==> src/rtl/pipelined_hybrid_adder.sv <==
// Two-stage valid/ready hybrid adder: OR-approximated low L bits with a speculated carry, exact above.
// Optional error monitor (exact-sum compare, err_flag, saturating err_count) under HYBRID_ADDER_ERR_MON_EN.
module pipelined_hybrid_adder #(
  parameter int WIDTH = 32,
  parameter int LMAX  = 16,
  parameter int LW    = $clog2(LMAX + 1)
) (
  input  logic             clk,
  input  logic             rst,
  input  logic             in_valid,
  output logic             in_ready,
  input  logic [WIDTH-1:0] a,
  input  logic [WIDTH-1:0] b,
  input  logic             mode,
  input  logic [LW-1:0]    approx_len,
  output logic             out_valid,
  input  logic             out_ready,
  output logic [WIDTH-1:0] sum,
  output logic             cout
`ifdef HYBRID_ADDER_ERR_MON_EN
  ,
  output logic             err_flag,
  output logic [15:0]      err_count,
  input  logic             clr_stats
`endif
);

  localparam int H = WIDTH / 2;

  logic           s1_valid_q, s2_valid_q;
  logic           s1_adv, s2_adv;

  logic [LW-1:0]  len_clamped;
  logic [H-1:0]   a_lo, b_lo;
  logic [H-1:0]   mask;
  logic [H-1:0]   top_bit;
  logic           spec_c;
  logic [H:0]     lo_part;
  logic [H-1:0]   s1_lo_d, s1_lo_q;
  logic           s1_c_d, s1_c_q;
  logic [H-1:0]   s1_ahi_q, s1_bhi_q;

  logic [H:0]     hi_part;
  logic [WIDTH-1:0] sum_d, sum_q;
  logic           cout_d, cout_q;

  assign s2_adv    = !s2_valid_q || out_ready;
  assign s1_adv    = !s1_valid_q || s2_adv;
  assign in_ready  = s1_adv;
  assign out_valid = s2_valid_q;
  assign sum       = sum_q;
  assign cout      = cout_q;

  // mask covers the approximate bits [L-1:0]; it is empty in exact mode or when L is zero,
  // so the same adder serves both modes. top_bit isolates bit L-1 for the speculated carry.
  always_comb begin
    a_lo        = a[H-1:0];
    b_lo        = b[H-1:0];
    len_clamped = (approx_len > LW'(LMAX)) ? LW'(LMAX) : approx_len;
    mask        = mode ? ~({H{1'b1}} << len_clamped) : '0;
    top_bit     = mask ^ (mask >> 1);
    spec_c      = |(a_lo & b_lo & top_bit);
    lo_part     = {1'b0, a_lo & ~mask} + {1'b0, b_lo & ~mask}
                + (spec_c ? {top_bit, 1'b0} : '0);
    s1_lo_d     = ((a_lo | b_lo) & mask) | lo_part[H-1:0];
    s1_c_d      = lo_part[H];
  end

  always_comb begin
    hi_part = {1'b0, s1_ahi_q} + {1'b0, s1_bhi_q} + (H + 1)'(s1_c_q);
    sum_d   = {hi_part[H-1:0], s1_lo_q};
    cout_d  = hi_part[H];
  end

  always_ff @(posedge clk) begin
    if (rst) begin
      s1_valid_q <= 1'b0;
      s1_lo_q    <= '0;
      s1_c_q     <= 1'b0;
      s1_ahi_q   <= '0;
      s1_bhi_q   <= '0;
      s2_valid_q <= 1'b0;
      sum_q      <= '0;
      cout_q     <= 1'b0;
    end else begin
      if (s1_adv) begin
        s1_valid_q <= in_valid;
        if (in_valid) begin
          s1_lo_q  <= s1_lo_d;
          s1_c_q   <= s1_c_d;
          s1_ahi_q <= a[WIDTH-1:H];
          s1_bhi_q <= b[WIDTH-1:H];
        end
      end
      if (s2_adv) begin
        s2_valid_q <= s1_valid_q;
        if (s1_valid_q) begin
          sum_q  <= sum_d;
          cout_q <= cout_d;
        end
      end
    end
  end

`ifdef HYBRID_ADDER_ERR_MON_EN
  logic [WIDTH:0] s1_exact_d, s1_exact_q;
  logic           err_d, err_q;
  logic [15:0]    err_count_q;

  assign s1_exact_d = {1'b0, a} + {1'b0, b};
  assign err_d      = {cout_d, sum_d} != s1_exact_q;
  assign err_flag   = s2_valid_q & err_q;
  assign err_count  = err_count_q;

  always_ff @(posedge clk) begin
    if (rst) begin
      s1_exact_q  <= '0;
      err_q       <= 1'b0;
      err_count_q <= '0;
    end else begin
      if (s1_adv && in_valid) begin
        s1_exact_q <= s1_exact_d;
      end
      if (s2_adv && s1_valid_q) begin
        err_q <= err_d;
      end
      if (clr_stats) begin
        err_count_q <= '0;
      end else if (out_valid && out_ready && err_flag && (err_count_q != 16'hFFFF)) begin
        err_count_q <= err_count_q + 16'd1;
      end
    end
  end
`endif

endmodule

==> config.mk <==
export PLATFORM = sky130hd
export DESIGN_NAME = pipelined_hybrid_adder
export DESIGN_NICKNAME = d
export VERILOG_FILES = /design/src/rtl/pipelined_hybrid_adder.sv
export SDC_FILE = /design/constraint.sdc
export NUM_CORES = 1
export LEC_CHECK = 0
export BUFFER_PORTS_ARGS = -buffer_cell sky130_fd_sc_hd__buf_2
export CAP_MARGIN = 0
export CORE_MARGIN = 10
export CORE_UTILIZATION = 35
export CTS_BUF_LIST = sky130_fd_sc_hd__clkbuf_4 sky130_fd_sc_hd__clkbuf_8 sky130_fd_sc_hd__clkbuf_16
export CTS_CLUSTER_DIAMETER = 30
export DETAILED_ROUTE_END_ITERATION = 16
export SLEW_MARGIN = 30
export SYNTH_ARGS = -nofsm -noshare
export SYNTH_HDL_FRONTEND = slang
export SYNTH_SLANG_ARGS = --single-unit
export TNS_END_PERCENT = 50
==> constraint.sdc <==
create_clock -name clk -period 4.7 [get_ports clk]
set_clock_uncertainty 0.1 [all_clocks]
set_input_delay 0.235 -clock clk [delete_from_list [all_inputs] [get_ports clk]]
set_output_delay 0.235 -clock clk [all_outputs]
set_load 0.01 [all_outputs]
# After elaboration in Yosys (flattened, before gate mapping)
# Index checks and enable logic that the tools add are counted.
# classes
n_addsub,4
magnitude_cmp,1
shifts,1
muxes,3
n_bitwise,10
reduce_logical,7
# ops
cell,n
$and 16x16->16,5
$add 16x16->17,2
$not 16->16,2
$or 16x16->16,2
$add 17x1->17,1
$add 17x17->17,1
$mux 17,1
$mux 16,1
$reduce_or 16->1,1
$shl 16x5->16 const A,1
$xor 16x15->16,1
$gt 5x5->1 const B,1
$mux 5,1
$reduce_and 2->1,2
$logic_not 1->1,2
$logic_or 1x1->1,2
# totals
ff_bits,84
output_inout_bits,35
elab_cells,34

# Logic depth before layout (Yosys ltp)
# logic_depth
word_depth,11
depth_mapped,15
depth_no_buf,15

# Worst setup path after synthesis
# Ideal clock, no wire load.
# synth_path
path_kind,input to register
from,in approx_len[4]
to,reg s1_lo_q[15]
t_arrival_ns,3.193
setup_slack_ns,1.271
path_stages,13
path_cell_list,or3_1 o31ai_1 nor3_1 fa_1 ha_1 fa_1 a211oi_1 o21ai_0 nor2b_1 o21ai_1 o21ai_0 xnor2_1 a31oi_1
# synth_between
elab_chain_cells,11
word_cells_on_any_way,16
# synth_lines
item,line_no,source
start: declaration,15,"input logic [LW-1:0] approx_len,"
$gt 5x5->1,59,len_clamped = (approx_len > LW'(LMAX)) ? LW'(LMAX) : approx_len;
$mux 5 (*),59,
$shl 16x5->16 (*),60,mask = mode ? ~({H{1'b1}} << len_clamped) : '0;
$not 16->16 (*),60,
$mux 16 (*),60,
"parallel branches: the longest is 5 deep, another holds $add 16x16->17",-,
$or 16x16->16 (*),65,s1_lo_d = ((a_lo | b_lo) & mask) | lo_part[H-1:0];
end signal: assignment,89,s1_lo_q <= s1_lo_d;
end: declaration,39,"logic [H-1:0] s1_lo_d, s1_lo_q;"
# Mark *: on every way between the ends.
# A chain may end at the register's enable or synchronous reset.

# Worst setup path after layout
# Same ends and word-level chain as after synthesis.

==> results by group <==
GRT
  • Initial antenna violation count: 0
  • GR Util All Layers: approximately 15%
  • Vias in the first global route: approximately 4800
  • First-pass GRT wire length: between 20000 and 25000 um
  • Pin count of the biggest net entering global routing: between 40 and 50
  • Global route overflow: 0

Setup path
  • Setup crit end kind: register
  • Worst Path Required: between 4000 and 5000 ps
  • R2r startpoint: s1_c_q
  • Critical path type: in2reg
  • Worst flop-to-flop path endpoint: sum[28]
  • FF-to-FF path depth: 11
  • WP data arrival: 3860 ps
  • Worst reg2reg setup slack: roughly 2100 ps
  • Crit-path max FO: 14
  • Startpoint types: primary input

Final layout
  • Synthesis-to-finish area growth: 19.38%
  • Most frequent cells in the layout: nand2_1, buf_2, dfxtp_1
  • Commonest non-fill, non-tap cell in the layout: nand2_1
  • Layout cells sized above 1: between 10% and 20%
  • Final #Nets: between 900 and 1000
  • Diodes inserted: 0
  • Fill cells: roughly 1600

Timing
  • Final setup violating endpoints: 0
  • Worst setup margin: approximately 960 ps
  • Final Max Slew Viols: 0
  • Actual slew at the worst max-slew pin: slightly below 800 ps
  • Final setup TNS: 0 ps
  • Final Hold Vio Count: 0
  • Worst relative slew slack: 47.64%
  • Period utilization: 79.58%
  • Period minus WS final: around 3700 ps
  • RSZ-0062 raised after global routing: false
  • Worst hold slack: ~21 ps
  • Max Fclk: about 0.27 GHz

Placement
  • Detail Placement HPWL: approximately 12000 um
  • Port bufs: between 100 and 150
  • DP Worst Slack: 681.9 ps
  • GP Congestion: around 0.84

Clock tree
  • Clk pin slew, worst setup/hold paths: ~70 ps
  • Clock sinks: 84
  • TritonCTS buffer count: 9
  • Cells resized by post-CTS repair: 0
  • Postcts setup bufs: 0
  • Clock Latency Late Sink: 350 ps
  • Post-CTS Hold Fix Bufs: 0
  • Max H-tree Level: 3
  • Clock Path Buffers: 2
  • TritonCTS clock tree: done
  • Clk root buf: clkbuf_16

Die
  • Total die area: about 0.021 sq mm
  • Row cnt: 45
  • Die height: between 100 and 150 um
  • Die Wd: 143.6 um
  • Ports: between 100 and 150
  • Initial core utilization: approximately 35%
  • CORE AREA: between 0.015 and 0.02 sq mm

Power
  • Peak VDD IR: between 200 and 250 uV
  • P_sw: 0.0005782 W
  • Power per cell area: ~320 mW/mm^2
  • Logic pwr share: around 20%
  • Sequential share of power: 38.3%
  • Pleak: between 2 and 3 nW
  • Pint: around 0.0015 W
  • Net Sw Frac: between 20% and 30%
  • Clock power frac: about two fifths

Routing
  • Drt drc: 0
  • DR WL/cell: roughly 15 um
  • Vias per inst: roughly 5.2
  • DRT iter0 DRCs: slightly above 300
  • Via count: just over 5000
  • Final ANT Viol Nets: 0
  • Total length of routed wires: 15150 um
  • 1st-pass router iterations: 4

Logic synthesis
  • Async SR Flop Fraction: 0%
  • Syn. warnings: 0
  • Synth cell types: 60
  • Mapped Cells: 704
  • Syn nets: roughly 830
  • Register area share after synthesis: 31.45%
  • Avg Synthesized Cell Area: around 7.6 sq um
  • Yosys reg bits: 84
  • Post-synth EDFFs: 0
  • Synth Cell Area: between 0.005 and 0.006 sq mm
  • Ys flop type: dfxtp_1

Min path
  • HP Class: in2reg
  • Hold EP: s1_valid_q
  • Worst hold path depth: 3
  • Min-delay src: in_valid

Job
  • Max-Cap Viols: 0

Outcome
  • Status: complete, no violations
==> kinds of logic after synthesis <==
kind of cell / count (synthesis) / synth area share, %
AOI/OAI and AO/OA: 194 / 21.98
xor gates and xnor gates: 21 / 3.440
adders and majority gates: 49 / 13.99
buffers and inverters: 68 / 4.938
DFF: 84 / 31.45
muxes: 2 / 0.3745
and+or+nand+nor: 286 / 23.82
==> per-layer routing <==
metal | share of wire (%) | global-route usage, % | vias up
met2 | 45 | 23.21 | 111
met1 | 47 | 18.96 | 2350
met5 | 0 | 0 | -
met4 | 1.9 | 5.857 | 0
met3 | 5.5 | 3.135 | 15
li1 | - | - | 2622
==> critical path, stage by stage <==
cell      delay [ps]
buf_2            170
or3_1            480
o31ai_1          420
nor3_1           120
fa_1             440
ha_1             240
fa_1             430
a211oi_1         370
o21ai_0          210
nor2b_1          190
o21ai_1          190
o21ai_0          120
xnor2_1          150
a31oi_1           90
==> how the worst max path moves through the flow <==
stage / start / endpoint / depth (start not counted)
floorplan: approx_len[4] / s1_lo_q[15] / 13
global placement: approx_len[4] / s1_lo_q[15] / 14
detailed placement: approx_len[4] / s1_lo_q[15] / 14
CTS: approx_len[4] / s1_lo_q[15] / 14
global route: approx_len[4] / s1_lo_q[15] / 14
finish: approx_len[4] / s1_lo_q[15] / 14
==> area by class of cell <==
cell class	count	area (sq um)	area share, %
Multi-Input combinational cell	552	3405	53.34
Sequential cell	84	1682	26.35
Timing Repair Buffer	112	570.5	8.939
Clock buffer	10	239.0	3.744
Tap cell	188	235.2	3.686
Inverter	36	135.1	2.117
Clock inverter	6	116.4	1.823
==> sequential cells by signal, summed over array words and instances (netlist names) <==
name	flops
s1_valid_q	1
sum	32
s1_ahi_q	16
cout	1
s1_lo_q	16
s1_bhi_q	16
out_valid	1
s1_c_q	1
==> power by group through the flow <==
stage	combinational [W]	clock, W	sequential (W)
3_3_place_gp	0.000417	0	0.000798
5_1_grt	0.000477	0.000893	0.000787
6_report	0.000417	0.000843	0.000782
2_1_floorplan	0.000287	0	0.000797
3_5_place_dp	0.000418	0	0.000798
4_1_cts	0.000420	0.000868	0.000782
==> stage by stage <==
stage / instance area [sq um] / std cells / total power [W] / util (%)
6_report: 6382 / 988 / 0.002042 / 42.30
5_1_grt: 6382 / 988 / 0.002157 / 42.30
4_1_cts: 6382 / 988 / 0.002070 / 42.30
3_5_place_dp: 6027 / 972 / 0.001216 / 39.94
3_3_place_gp: 6027 / 972 / 0.001214 / 39.94
2_1_floorplan: 5346 / 704 / 0.001085 / -
==> cells in the mapped netlist, drive strengths merged, types with 2 or more instances <==
| cell type | count | area share, % |
|---|---|---|
| nand2 | 158 | 11 |
| dfxtp | 84 | 31 |
| a21oi | 81 | 7.8 |
| nor2 | 47 | 3.3 |
| o21ai | 43 | 4.0 |
| inv | 36 | 2.5 |
| ha | 31 | 7.3 |
| clkbuf | 24 | 1.7 |
| fa | 18 | 6.7 |
| nor3 | 17 | 1.6 |
| nand4 | 14 | 1.6 |
| o21a | 14 | 2.0 |
| nand3 | 12 | 1.2 |
| xor2 | 11 | 1.8 |
| xnor2 | 10 | 1.6 |
| a211oi | 9 | 1.3 |
| a31oi | 9 | 1.1 |
| a21o | 8 | 1.1 |
| and2 | 8 | 0.94 |
| buf | 8 | 0.73 |
| nor2b | 8 | 0.98 |
| o22ai | 5 | 0.59 |
| nand2b | 4 | 0.47 |
| o21bai | 4 | 0.56 |
| o31ai | 4 | 0.66 |
| a311oi | 3 | 0.49 |
| nor4b | 3 | 0.49 |
| o211ai | 3 | 0.51 |
| or3 | 3 | 0.35 |
| a221oi | 2 | 0.33 |
| a31o | 2 | 0.33 |
| and3 | 2 | 0.23 |
| mux2i | 2 | 0.37 |
| nor4 | 2 | 0.23 |
Note: power is estimated with default switching activity, not from simulation.
